File: config.mk
export PLATFORM = sky130hd
export DESIGN_NAME = present_cbc_stream
export DESIGN_NICKNAME = d
export VERILOG_FILES = /design/src/rtl/present_pkg.sv /design/src/rtl/present_byte_ser.sv /design/src/rtl/present_cbc_stream.sv
export SDC_FILE = /design/constraint.sdc
export NUM_CORES = 1
export LEC_CHECK = 0
export CAP_MARGIN = 40
export CORE_MARGIN = 8
export CORE_UTILIZATION = 52
export DETAILED_ROUTE_END_ITERATION = 7
export PLACE_DENSITY = 0.85
export RECOVER_POWER = 100
export SYNTH_ARGS = -nofsm -noshare
export SYNTH_HDL_FRONTEND = slang
export SYNTH_SLANG_ARGS = --single-unit
File: constraint.sdc
create_clock -name CK -period 4.5 [get_ports CK]
set_clock_uncertainty 0.05 [all_clocks]
set_input_delay 0.45 -clock CK [delete_from_list [all_inputs] [get_ports CK]]
set_output_delay 0.45 -clock CK [all_outputs]
set_load 0.05 [all_outputs]
File: src/rtl/present_pkg.sv
// present_pkg: shared definitions for the PRESENT-80 CBC byte-stream front-end.
//   - BLK_W / KEY_W        : cipher block and key widths
//   - BYTES_PER_BLK, CNT_W : bytes per block and width of the byte counters
//   - state_e              : front-end FSM states
package present_pkg;

  localparam int unsigned BLK_W         = 64;
  localparam int unsigned KEY_W         = 80;
  localparam int unsigned BYTES_PER_BLK = 8;
  localparam int unsigned CNT_W         = $clog2(BYTES_PER_BLK);

  typedef enum logic [1:0] {
    ST_FILL,
    ST_KICK,
    ST_WAIT,
    ST_DRAIN
  } state_e;

endpackage

File: src/rtl/present_byte_ser.sv
// present_byte_ser: 64-bit load / byte shift-out serializer.
//   clk, rst   : clock and synchronous active-high reset
//   load       : capture load_data and restart the byte count
//   load_data  : block to serialize
//   adv        : output handshake, advance to the next byte
//   byte_out   : current byte (first byte = [63:56] when MSB_FIRST, else [7:0])
//   last       : current byte is the final byte of the block
module present_byte_ser
  import present_pkg::*;
#(
  parameter bit MSB_FIRST = 1'b1
) (
  input  logic             clk,
  input  logic             rst,
  input  logic             load,
  input  logic [BLK_W-1:0] load_data,
  input  logic             adv,
  output logic [7:0]       byte_out,
  output logic             last
);

  logic [BLK_W-1:0] sr_q, sr_d;
  logic [CNT_W-1:0] cnt_q, cnt_d;

  always_comb begin
    sr_d  = sr_q;
    cnt_d = cnt_q;
    if (load) begin
      sr_d  = load_data;
      cnt_d = '0;
    end else if (adv) begin
      sr_d  = MSB_FIRST ? {sr_q[BLK_W-9:0], 8'h00} : {8'h00, sr_q[BLK_W-1:8]};
      cnt_d = cnt_q + CNT_W'(1);
    end
  end

  always_ff @(posedge clk) begin
    if (rst) begin
      sr_q  <= '0;
      cnt_q <= '0;
    end else begin
      sr_q  <= sr_d;
      cnt_q <= cnt_d;
    end
  end

  assign byte_out = MSB_FIRST ? sr_q[BLK_W-1 -: 8] : sr_q[7:0];
  assign last     = (cnt_q == CNT_W'(BYTES_PER_BLK - 1));

endmodule

File: src/rtl/present_cbc_stream.sv
// present_cbc_stream: byte-stream CBC front-end for a PRESENT-80 core.
//   CK, RN                 : clock, synchronous active-high reset
//   cfg_load/cfg_key/cfg_iv: load key and IV (only when idle with no partial block)
//   in_data/valid/ready    : plaintext byte stream
//   out_data/valid/ready   : ciphertext byte stream
//   core_start/ptext/key   : request to the cipher core
//   core_ready/ctext       : response from the cipher core
//   blk_cnt                : completed-block counter (wraps)
module present_cbc_stream
  import present_pkg::*;
#(
  parameter bit MSB_FIRST = 1'b1
) (
  input  logic             CK,
  input  logic             RN,
  input  logic             cfg_load,
  input  logic [KEY_W-1:0] cfg_key,
  input  logic [BLK_W-1:0] cfg_iv,
  input  logic [7:0]       in_data,
  input  logic             in_valid,
  output logic             in_ready,
  output logic [7:0]       out_data,
  output logic             out_valid,
  input  logic             out_ready,
  output logic             core_start,
  output logic [BLK_W-1:0] core_ptext,
  output logic [KEY_W-1:0] core_key,
  input  logic             core_ready,
  input  logic [BLK_W-1:0] core_ctext,
  output logic [15:0]      blk_cnt
);

  state_e           state_q, state_d;
  logic [CNT_W-1:0] bcnt_q, bcnt_d;
  logic [BLK_W-1:0] block_q, block_d;
  logic [BLK_W-1:0] chain_q, chain_d;
  logic [BLK_W-1:0] ptext_q, ptext_d;
  logic [KEY_W-1:0] key_q, key_d;
  logic [15:0]      blk_cnt_q, blk_cnt_d;
  logic             wait_arm_q, wait_arm_d;

  logic             in_acc, load_ok, capture, out_hs, ser_last, last_in;
  logic [BLK_W-1:0] block_shift;

  assign in_acc  = in_valid & in_ready;
  assign last_in = in_acc & (bcnt_q == CNT_W'(BYTES_PER_BLK - 1));
  assign load_ok = cfg_load & (state_q == ST_FILL) & (bcnt_q == '0);
  // The core response is only trusted from the second WAIT cycle onward.
  assign capture = (state_q == ST_WAIT) & wait_arm_q & core_ready;
  assign out_hs  = out_valid & out_ready;

  // State register
  always_ff @(posedge CK) begin
    if (RN) state_q <= ST_FILL;
    else    state_q <= state_d;
  end

  // Next-state logic
  always_comb begin
    state_d = state_q;
    unique case (state_q)
      ST_FILL:  if (last_in)             state_d = ST_KICK;
      ST_KICK:                           state_d = ST_WAIT;
      ST_WAIT:  if (capture)             state_d = ST_DRAIN;
      ST_DRAIN: if (out_hs && ser_last)  state_d = ST_FILL;
      default:                           state_d = ST_FILL;
    endcase
  end

  // Outputs; all handshake strobes are held off while reset is asserted.
  always_comb begin
    in_ready   = 1'b0;
    core_start = 1'b0;
    out_valid  = 1'b0;
    unique case (state_q)
      ST_FILL:  in_ready   = !cfg_load && !RN;
      ST_KICK:  core_start = !RN;
      ST_DRAIN: out_valid  = !RN;
      default:  ;
    endcase
  end

  // Datapath next values
  always_comb begin
    bcnt_d     = bcnt_q;
    block_d    = block_q;
    chain_d    = chain_q;
    ptext_d    = ptext_q;
    key_d      = key_q;
    blk_cnt_d  = blk_cnt_q;
    wait_arm_d = (state_q == ST_WAIT);

    block_shift = MSB_FIRST ? {block_q[BLK_W-9:0], in_data}
                            : {in_data, block_q[BLK_W-1:8]};

    if (load_ok) begin
      key_d     = cfg_key;
      chain_d   = cfg_iv;
      blk_cnt_d = '0;
    end

    if (in_acc) begin
      block_d = block_shift;
      bcnt_d  = bcnt_q + CNT_W'(1);
      if (last_in) ptext_d = block_shift ^ chain_q;
    end

    if (capture) chain_d = core_ctext;

    if (out_hs && ser_last) begin
      blk_cnt_d = blk_cnt_q + 16'd1;
      bcnt_d    = '0;
    end
  end

  always_ff @(posedge CK) begin
    if (RN) begin
      bcnt_q     <= '0;
      block_q    <= '0;
      chain_q    <= '0;
      ptext_q    <= '0;
      key_q      <= '0;
      blk_cnt_q  <= '0;
      wait_arm_q <= 1'b0;
    end else begin
      bcnt_q     <= bcnt_d;
      block_q    <= block_d;
      chain_q    <= chain_d;
      ptext_q    <= ptext_d;
      key_q      <= key_d;
      blk_cnt_q  <= blk_cnt_d;
      wait_arm_q <= wait_arm_d;
    end
  end

  present_byte_ser #(
    .MSB_FIRST(MSB_FIRST)
  ) u_ser (
    .clk      (CK),
    .rst      (RN),
    .load     (capture),
    .load_data(core_ctext),
    .adv      (out_hs),
    .byte_out (out_data),
    .last     (ser_last)
  );

  assign core_ptext = ptext_q;
  assign core_key   = key_q;
  assign blk_cnt    = blk_cnt_q;

endmodule

==> summary.md, run 1 <==
| Metric | Value |
|---|---|
| Status | complete, but fails checks |
| Failing checks | capacitance limit, slew limit |
| Synth Instances | 1651 |
| Yosys Warn Count | 0 |
| PD cells | 394 nW/um2 |
| RePlAce Congestion | 0.828 |
| Final HPWL DP | 31500 um |
| Rel. slew slack | -19.1% |
| Sink Count | 353 |
| Pins Over Slew Limit | 98 |
| Final period util | 75.7% |
| Layout net count | 2196 |
| Height of the die | 181 um |
| CP Class | reg2reg |
| Yosys reg bits | 353 |
| CTS Buf Count | 36 |
| Area grow syn2layout | 34.5% |
| Fin crit period | 3.41 ns |
| Synth unique cells | 47 |
| CP Data Required Time | 4.86 ns |
| Vias in the first global route | 13000 |
| Pre-CTS setup slack | 1.64 ns |
| RSZ-0062 raised after global routing | no |
| Cell Area, Synth | 14200 um2 |
| DR DRC count | 0 |
| Drt first pass iters | 5 |
| VDD IR max | 0.337 mV |
| Iter 0 DRT Violations | 1032 |
| Root Buffer Master | clkbuf_16 |
| Initial core utilization | 52.7% |
| Worst slew pin tran | 1.79 ns |
| Via density | 5.56 |
| Max cap viols | 4 |
| Gates resized, CTS repair | 0 |
| Vias after detailed routing | 12900 |
| Largest net degree at the start of global routing | 138 |
| Clock Latency Late Sink | 0.52 ns |
| EDFF count, synth | 0 |
| Fillers | 2035 |
| First-pass GRT wire length | 69600 um |
| Setup TNS | 0 ns |
| Peak Freq | 0.294 GHz |
| CP Launch Type | register |
| Ys async rst share | 0% |
| Row cnt | 60 |
| Worst Path Max Fanout | 31 |
| Die X | 181 um |
| Clock tree buffer depth | 3 |
| H-tree depth | 2 |
| Worst Path Arrival | 3.77 ns |
| Share of post-route cells with drive strength above 1 | 5.14% |
| Syn Nets | 1884 |
| Leakage | 7.00 nW |
| Post-CTS Setup Inserts | 0 |
| CTS tree | yes |
| Multi-input gate area | 6340 um2 |
| Clock Pin Slew Worst Setup and Hold Paths | 0.06 ns |
| Post-synthesis sequential area ratio | 49.9% |
| Cts hold-fix bufs | 0 |
| Min-Delay Path Class | reg2reg |
| FF/Latch Area | 7070 um2 |
| Setup violations, final | 0 |
| Total wire length | 44500 um |
| Reg2Reg Setup Slack | 1.09 ns |
| Syn Area/Cell | 8.59 um2 |
| Initial antenna violation count | 6 |
| Core ar. | 26900 um2 |
| Port Buffer Count | 392 |
| GRT Total Usage | 25.9% |
| Final Total Pwr | 7.51 mW |
| Ports | 393 |
| Nature of the critical path endpoint | register |
| Setup WS post-layout | 1.09 ns |
| Grt total ovfl | 0 |
| Routed wire per std cell | 19.1 um |
| Most used DFF post-synth | dfxtp_1 |
| Die Area | 32800 um2 |
| Final Hold Fails | 0 |
| Number of nets still failing antenna checks after routing | 0 |
metrics by stage:
stage	cells	cell area (um2)	hold WS [ns]	util (%)
2_1_floorplan	1651	14200	0.399	-
3_3_place_gp	2263	18000	0.391	67.1
3_5_place_dp	2266	18100	0.396	67.3
4_1_cts	2326	19200	0.403	71.5
5_1_grt	2328	19100	0.415	71.0
6_report	2328	19100	0.399	71.0
worst max-delay path, cell delays in order (launching register included):
cell	delay, ns
dfxtp_1	0.37
ha_1	0.30
and3b_1	1.13
clkbuf_1	0.97
nand2_1	0.24
a31oi_1	0.24
cell usage in the layout, fill, tap and decap left out, drive strengths merged, types with 7 or more instances in the layout:
master         netlist  final
a22oi                9      9
o21bai              56     56
dlygate4sd3          0    171
xnor2               67     67
nand2              464    464
a211oi              65     65
nor2                94     94
clkbuf              68     65
a311oi               8      8
ha                  11     11
a21oi               89     89
o21ai               62     62
inv                  6      8
buf                 69      9
a31oi              114    114
clkdlybuf4s50        0    220
dfxtp              353    353
nor3                 7      7
nand2b              56     56
path summary, 6_finish.rpt:
kind / startpoint / to / depth (start not counted)
min: core_key[59] / core_key[59] / 2
min reg2reg: core_key[59] / core_key[59] / 2
max reg2reg: state_q[1] / u_ser.sr_q[43] / 5
max: state_q[1] / u_ser.sr_q[43] / 5
where the power goes:
| part | switching, mW | leakage [nW] | total, mW | internal, mW |
|---|---|---|---|---|
| Combinational | 0.762 | 3.58 | 1.24 | 0.475 |
| Clock | 1.20 | 0.551 | 2.91 | 1.71 |
| Sequential | 0.0899 | 2.87 | 3.36 | 3.27 |
state kept, by name (all words and copies together), names as in the netlist:
name / cells
u_ser.sr_q: 64
bcnt_q: 3
core_ptext: 64
chain_q: 64
block_q: 56
u_ser.cnt_q: 3
blk_cnt: 16
wait_arm_q: 1
core_key: 80
state_q: 2
cells in the mapped netlist, types with 4 or more instances:
| library cell | n | area [um2] |
|---|---|---|
| nand2_1 | 464 | 1740 |
| dfxtp_1 | 353 | 7070 |
| a31oi_1 | 114 | 713 |
| nor2_1 | 94 | 353 |
| a21oi_1 | 89 | 445 |
| clkbuf_1 | 68 | 255 |
| xnor2_1 | 67 | 587 |
| o21ai_0 | 62 | 310 |
| a211oi_2 | 56 | 701 |
| nand2b_1 | 56 | 350 |
| o21bai_1 | 56 | 420 |
| buf_2 | 41 | 205 |
| buf_4 | 13 | 97.6 |
| ha_1 | 11 | 138 |
| a211oi_1 | 9 | 67.6 |
| a22oi_1 | 9 | 67.6 |
| a311oi_1 | 8 | 70.1 |
| buf_1 | 8 | 30.0 |
| buf_6 | 7 | 78.8 |
| nor3_1 | 7 | 35.0 |
| inv_1 | 6 | 22.5 |
| nand3_1 | 6 | 30.0 |
| mux2i_1 | 5 | 50.1 |
| nand4_1 | 4 | 25.0 |
| o211ai_1 | 4 | 30.0 |
| o41ai_1 | 4 | 35.0 |
layer usage:
layer  share of wire (%)  GRT usage (%)  vias up
met5                0.13              0        -
met4                 4.2           11.0        8
met3                 9.1           8.08      115
met2                  48           44.0      555
met1                  39           29.7     6044
li1                    -              -     6220
logic make-up (layout without fill, tap and decap cells):
family,count (synthesis),in the layout,synth area share [%]
compound gates,417,417,20.5
xor+xnor,69,69,4.26
mux,5,5,0.353
simple gates,653,653,19.2
other cells,0,2,0
flops,353,353,49.9
fa+ha+maj,11,11,0.971
buf+inv,143,477,4.86
area by class of cell:
type | count | share of cell area (%)
flip-flops and latches | 353 | 37.1
multi-input cells | 1155 | 33.2
repair buffers | 411 | 21.4
clock buffers | 54 | 5.45
well taps | 341 | 2.24
clock inverters | 6 | 0.459
inverters | 6 | 0.118
diodes | 2 | 0.0262
(Power assumes the default switching activity.)
==> run 2, diff against run 1 <==
- CORE_UTILIZATION: 52 -> 44
- PLACE_DENSITY: 0.85 -> 0.76
- clock period: 4.5 -> 3.1 ns (I/O delays scaled with it)
==> run 2 against run 1 <==
Against the previous run: non-clock buffer count shrank 2; setup slack worse by 0.81 ns; sequential power rose by 45%; global-route usage shrank 3.2 points; via count shrank 1.4%; sequential cell count unchanged; power up 47%; clock power increased by 49%; sequential share of layout area decreased by 0.49 points; die area rose by 17%; the run now ends clean; largest power group unchanged.
==> summary.md, run 2 (synthesized netlist as in run 1, its figures left out) <==
| Metric | Value |
|---|---|
| CP Class | reg2out |
| CTS Buf Count | 38 |
| Clock Pin Slew Worst Setup and Hold Paths | 0.06 ns |
| Nature of the critical path endpoint | primary output |
| Crit-path max cell delay | 0.96 ns |
| FF/Latch Area | 7070 um2 |
| Clock tree buffer depth | 3 |
| Final Instance Area | 19300 um2 |
| Die Area | 38200 um2 |
| Root Buffer Master | clkbuf_16 |
| CTS tree | yes |
| Number of nets still failing antenna checks after routing | 0 |
| Height of the die | 195 um |
| Final Hold Fails | 0 |
| Layout Cells excl Fill | 2392 |
| Max cap viols | 0 |
| First-pass GRT wire length | 70500 um |
| Hold slack final | 0.173 ns |
| Pins Over Slew Limit | 0 |
| Setup WS post-layout | 0.282 ns |
| DR DRC count | 0 |
| Drt first pass iters | 5 |
| Total wire length | 45500 um |
| Sink Count | 353 |
| Fin crit period | 2.82 ns |
| FF-to-FF path depth | 7 |
| Vias after detailed routing | 12800 |
| CP Data Required Time | 2.74 ns |
| Final HPWL DP | 32200 um |
| Largest net degree at the start of global routing | 143 |
| Setup TNS | 0 ns |
| PD cells | 570 nW/um2 |
| CP Cell Sequence | inv_1 -> ha_1 -> nor3b_1 -> dlygate4sd3_1 |
| Iter 0 DRT Violations | 811 |
| Initial antenna violation count | 7 |
| Worst Path Max Fanout | 5 |
| Worst Path Arrival | 2.46 ns |
| Setup violations, final | 0 |
| Cells after DPL | 2325 |
| Area after DPL | 18300 um2 |
| Final period util | 90.9% |
| Commonest cells after routing, fill and taps aside | nand2_1, dfxtp_1, clkdlybuf4s50_1 |
| Vias in the first global route | 12700 |
| Layout net count | 2196 |
| Grt total ovfl | 0 |
| Clock Latency Late Sink | 0.51 ns |
| Row cnt | 65 |
| Port Buffer Count | 392 |
| Max reg flops | 80 |
| Worst slew pin tran | 1.23 ns |
| Initial core utilization | 44.8% |
| Leakage | 7.08 nW |
| GRT Total Usage | 22.7% |
| Gates resized, CTS repair | 0 |
| Post-CTS Setup Inserts | 0 |
| Rel. slew slack | 18.0% |
| Die X | 195 um |
| CP max-delay cell | dlygate4sd3_1 |
| Multi-input gate area | 6360 um2 |
| Share of post-route cells with drive strength above 1 | 5.79% |
| Ports | 393 |
| RSZ-0062 raised after global routing | no |
| CP Launch Type | register |
| Status | finished, final reports clean |
| Core ar. | 31600 um2 |
| Cts hold-fix bufs | 0 |
| Routed wire per std cell | 19.0 um |
| Reg2Reg Setup Slack | 0.38 ns |
| VDD IR max | 0.399 mV |
| RePlAce Congestion | 0.795 |
| H-tree depth | 2 |
| Worst hold stages | 2 |
| Min-Delay Path Class | in2reg |
| Fillers | 2672 |
| Area grow syn2layout | 36.3% |
| Commonest non-fill, non-tap cell in the layout | nand2_1 |
| Via density | 5.33 |
| Pre-CTS setup slack | 0.639 ns |
| Peak Freq | 0.355 GHz |
[run 2: cell types whose count changed in the layout (fill, tap and decap cells not counted), moves of 4 or more]
cell,change
buf_12,+9
clkbuf_1,-7
a211oi_1,-4
a211oi_2,+4
buf_4,-4
[run 2: worst max-delay path: cells and delay by family (launching register included)]
kind | cells | cell delay, ns
fa+ha+maj | 1 | 0.23
buf+inv | 2 | 1.09
flops | 1 | 0.32
simple gates | 1 | 0.31
[run 2: path summary, 6_finish.rpt]
check                            startpoint             end
worst max-delay path             state_q[0]        in_ready
worst min-delay path                     RN   u_ser.sr_q[5]
worst max register to register   state_q[0]  core_ptext[29]
worst min register to register  core_key[1]     core_key[1]
[run 2: cell type report]
type | instances | share of cell area (%)
well taps | 402 | 2.60
multi-input cells | 1155 | 32.9
clock buffers | 58 | 5.78
repair buffers | 409 | 21.7
inverters | 6 | 0.117
clock inverters | 6 | 0.304
diodes | 3 | 0.0388
flip-flops and latches | 353 | 36.6
[run 2: power by group]
group          switching (mW)  total (mW)  internal, mW
combinational            1.11        1.80         0.690
clock                    1.77        4.33          2.56
sequential              0.131        4.88          4.75
total                    3.01        11.0          8.00
[run 2: stage by stage]
step	total power [mW]	utilization, %
after floorplan	6.08	-
after global placement	6.81	57.6
after detailed placement	6.85	57.7
after CTS	11.2	61.4
after global routing	11.4	61.1
final	11.0	61.1
[run 2: layer usage]
layer  global-route usage (%)  wire (um)
met5                        0         55
met4                     8.03       1270
met3                     8.39       4590
met2                     37.5      21500
met1                     26.7      18100
==> run 3, diff against run 2 <==
- CAP_MARGIN: 40 -> 20
- CELL_PAD_IN_SITES_DETAIL_PLACEMENT: not set -> 0
- CELL_PAD_IN_SITES_GLOBAL_PLACEMENT: not set -> 1
- CORE_UTILIZATION: 44 -> 32
- PLACE_DENSITY: 0.76 -> 0.75
==> run 3 against run 2 <==
Against the previous run: routed wire length up 6.4%; combinational power about the same; sequential share of layout area down 0.71 points; worst hold slack worse by 0.024 ns; cell count up 8.4%; critical endpoint unchanged; global-route usage down 4.5 points; die area up 34%; critical path depth unchanged; register-to-register slack about the same; non-clock buffer count up 3.
==> summary.md, run 3 (synthesized netlist as in run 1, its figures left out) <==
| Metric | Value |
|---|---|
| Routed wl met2 | 22400 um |
| Pre-CTS setup slack | 0.658 ns |
| Final HPWL DP | 34000 um |
| RSZ-0062 raised after global routing | no |
| RePlAce Congestion | 0.765 |
| Reg-to-reg endpoint | u_ser.cnt_q[1] |
| Initial core utilization | 32.3% |
| Hold slack final | 0.148 ns |
| Max reg flops | 80 |
| Sink of the worst hold path | core_key[35] |
| Cts hold-fix bufs | 0 |
| Die X | 226 um |
| Clock tree buffer depth | 3 |
| Setup WS post-layout | 0.199 ns |
| Post-CTS Setup Inserts | 0 |
| First-pass GRT wire length | 73400 um |
| GRT Total Usage | 18.1% |
| Sink Count | 353 |
| CP Class | reg2out |
| Area after DPL | 18500 um2 |
| Rel. slew slack | 2.67% |
| Final Hold Fails | 0 |
| Setup violations, final | 0 |
| Final period util | 93.6% |
| HP Start | RN |
| Max cap viols | 0 |
| Gates resized, CTS repair | 0 |
| R2r startpoint | state_q[0] |
| Layout net count | 2202 |
| Clock Latency Late Sink | 0.56 ns |
| Area grow syn2layout | 39.1% |
| Root Buffer Master | clkbuf_16 |
| Row cnt | 77 |
| Pins Over Slew Limit | 0 |
| Final Instance Area | 19700 um2 |
| Commonest non-fill, non-tap cell in the layout | nand2_1 |
| Leakage | 7.19 nW |
| Iter 0 DRT Violations | 632 |
| CP Data Required Time | 2.74 ns |
| Worst hold stages | 2 |
| Share of post-route cells with drive strength above 1 | 6.50% |
| CTS Buf Count | 41 |
| VDD IR max | 0.364 mV |
| Port Buffer Count | 392 |
| FF-to-FF path depth | 5 |
| Worst Path Arrival | 2.54 ns |
| Uppermost layer routed | met5 |
| Routed wire per std cell | 18.7 um |
| Cells after DPL | 2518 |
| M1 wire length | 21100 um |
| PD cells | 596 nW/um2 |
| Vias in the first global route | 12500 |
| Commonest cells after routing, fill and taps aside | nand2_1, dfxtp_1, clkdlybuf4s50_1 |
| H-tree depth | 2 |
| Layout Cells excl Fill | 2593 |
| Height of the die | 226 um |
| Reg2Reg Setup Slack | 0.37 ns |
| Via density | 4.81 |
| Core ar. | 43900 um2 |
| Setup TNS | 0 ns |
| Peak Freq | 0.345 GHz |
| Largest net degree at the start of global routing | 142 |
| Worst slew pin tran | 1.46 ns |
| CTS tree | yes |
| Grt total ovfl | 0 |
| CP Launch Type | register |
| Total wire length | 48400 um |
| Worst Path Max Fanout | 5 |
| Vias after detailed routing | 12500 |
| Min-Delay Path Class | in2reg |
| Drt first pass iters | 5 |
| Clock Pin Slew Worst Setup and Hold Paths | 0.06 ns |
| Number of nets still failing antenna checks after routing | 0 |
| Initial antenna violation count | 4 |
| DR DRC count | 0 |
| DR WL met3 | 4100 um |
| Fin crit period | 2.90 ns |
| Nature of the critical path endpoint | primary output |
| Status | finished, final reports clean |
| Ports | 393 |
| Die Area | 51300 um2 |
==> run 3: stage by stage <==
stage | utilization (%) | power, mW
global placement | 42.2 | 6.89
detailed placement | 42.2 | 6.91
floorplan | - | 6.08
global route | 44.9 | 12.2
finish | 44.9 | 11.7
CTS | 45.3 | 12.0
==> run 3: worst max-delay path by stage <==
stage	start	endpoint	cells past startpoint
2_1_floorplan	RN	in_ready	4
3_3_place_gp	cfg_load	in_ready	3
3_5_place_dp	cfg_load	in_ready	3
4_1_cts	state_q[0]	in_ready	4
5_1_grt	state_q[0]	in_ready	4
6_report	state_q[0]	in_ready	4
==> run 3: final cells by class <==
cell class              instances  area, um2
fillers                      4376      24200
flip-flops and latches        353       7070
multi-input cells            1155       6340
repair buffers                412       4140
clock buffers                  58       1180
well taps                     592        741
clock inverters                15        211
inverters                       6       22.5
diodes                          2       5.00
==> run 3: per-layer routing <==
layer  vias up  track usage, %
li1       6239               -
met1      5836            23.0
met2       323            29.2
met3        62            6.63
met4         6            3.98
met5         -               0
==> run 3: where the power goes <==
group	internal [mW]	switching, mW	leakage, nW
Combinational	0.694	1.13	3.63
Sequential	4.75	0.130	2.87
Clock	3.07	1.97	0.691
Total	8.51	3.23	7.19
==> run 3: critical path: stages, from the launching register on <==
cell and delay [ns]:
dfxtp_1 0.33, inv_1 0.13, ha_1 0.26, nor3b_1 0.33
dlygate4sd3_1 0.94
==> RTL edit (config.mk and constraints of run 2) <==
Re-encode `state_e` (4 states) as Gray code, 2 bits wide.
--- a/src/rtl/present_pkg.sv
+++ b/src/rtl/present_pkg.sv
@@ -11,8 +11,8 @@
 
   typedef enum logic [1:0] {
-    ST_FILL,
-    ST_KICK,
-    ST_WAIT,
-    ST_DRAIN
+    ST_FILL  = 2'b00,
+    ST_KICK  = 2'b01,
+    ST_WAIT  = 2'b11,
+    ST_DRAIN = 2'b10
   } state_e;
 
Function: same outputs for any inputs over 10 cycles, from zero or initial values; not proved beyond that.
==> RTL edit against run 2 <==
Sequential share of layout area grew 0.62 points. Register-to-register slack better by 0.06 ns. Core utilization fell by 0.23 points. Sequential cell count is the same. Critical path depth rose by 1. Combinational power shrank 36%. Via count down 2.5%. Worst setup slack improved by 0.15 ns. Highest routed layer unchanged. Total power decreased by 6.1%. Area after synthesis shrank 2.4%. Largest cell class unchanged. Routed wire length is 1.2% lower. Design area fell by 1.7%.
==> RTL edit: results <==
[final_layout]
drive_above_1_share_pct = 4.31
nets = 2128

[critical_path]
max_stage_delay_ns = 0.93
crit_arrival_ns = 2.96
path_delay_family = "simple AND/OR/NAND/NOR gates"
slowest_stage = "and4_1"
crit_fanout = 56

[routing]
wl_met3_um = 3800
wl_met1_um = 17800
drt_iter0_markers = 793
vias_per_cell = 5.34
wl_per_cell_um = 19.3
dr_wl_met2_um = 21500

[place]
dp_hpwl_um = 32500
gp_congestion = 0.825

[yosys]
ys_seq_area_share_pct = 51.1
netlist_top_cells_count = "372 x nand2_1, 353 x dfxtp_1, 213 x a21oi_1"
syn_nets = 1815

[outcome]
outcome = "complete, no violations"

[timing]
worstMarginPinSlew_ns = 1.23

[clocking]
cts_made_buffers = 37

[grt]
antenna_found_initial = 8
grt_pass1_vias = 12500

[power]
p_leak_nw = 6.87
vdd_drop_max_mv = 0.497
-- RTL edit: cell count changes after synthesis, sizes merged, moves of 10 or more --
cell	before	now
a22oi	9	55
clkbuf	68	78
nand2b	56	0
o21ai	62	1
o21bai	56	1
a31oi	114	10
nand2	464	372
a211oi	65	121
a21oi	89	213
nor2	94	122
mux2i	5	60
-- RTL edit: kinds of logic after synthesis --
logic type               after synthesis  synth area share (%)
AND/OR/NAND/NOR                      546                  16.1
AO/OA/AOI/OAI                        410                  18.5
flip-flops                           353                  51.1
buffers and inverters                143                  5.10
XOR/XNOR                              69                  4.37
multiplexers                          60                  4.34
adder cells (fa/ha/maj)                6                 0.543
-- RTL edit: tightest hold or removal path, delay by kind of cell --
family                 cells  cell delay (ns)
AOI/OAI and AO/OA          1             0.05
buffers and inverters      1             0.39
and+or+nand+nor            1             0.05
-- RTL edit: worst paths after layout --
path,cells after the start,to,slack (ns),startpoint
worst max-delay path,5,chain_q[57]$_SDFFE_PP0P_,0.44,state_q[0]$_SDFFE_PP0P_
worst max register to register,5,chain_q[57]$_SDFFE_PP0P_,0.44,state_q[0]$_SDFFE_PP0P_
worst min register to register,2,core_key[79]$_SDFFE_PP0P_,0.40,core_key[79]$_SDFFE_PP0P_
worst min-delay path,3,core_key[37]$_SDFFE_PP0P_,0.30,cfg_key[37]
-- RTL edit: repair_timing --
action                                 4_1_cts  5_1_grt
hold buffers                                 1        0
endpoints found under the hold margin        5        0
buffers inserted                             0        0
-- RTL edit: per-layer routing --
metal	vias to the layer above	GRT usage (%)
li1	6082	-
met1	5800	26.2
met2	447	39.1
met3	102	7.22
met4	6	9.75
met5	-	0
-- RTL edit: where the power goes --
part / leakage, nW / internal, mW / switching (mW) / total (mW)
combinational: 3.40 / 0.489 / 0.667 / 1.16
clock: 0.602 / 2.66 / 1.78 / 4.44
sequential: 2.87 / 4.67 / 0.0792 / 4.75
-- RTL edit: layout make-up --
| cell class | instances | area (um^2) |
|---|---|---|
| antenna | 4 | 10.0 |
| clock inverter | 13 | 146 |
| fill | 2685 | 12200 |
| timing repair buffer | 413 | 4160 |
| sequential | 353 | 7070 |
| tap | 402 | 503 |
| multi-input combinational | 1091 | 6040 |
| inverter | 4 | 15.0 |
| clock buffer | 50 | 1070 |
-- RTL edit: per-stage QoR --
step,worst slack (ns),hold slack [ns],std cells
3_3_place_gp,0.632,0.390,2262
5_1_grt,0.268,0.289,2330
3_5_place_dp,0.528,0.396,2262
6_report,0.435,0.304,2330
4_1_cts,0.444,0.281,2326
2_1_floorplan,0.732,0.386,1587
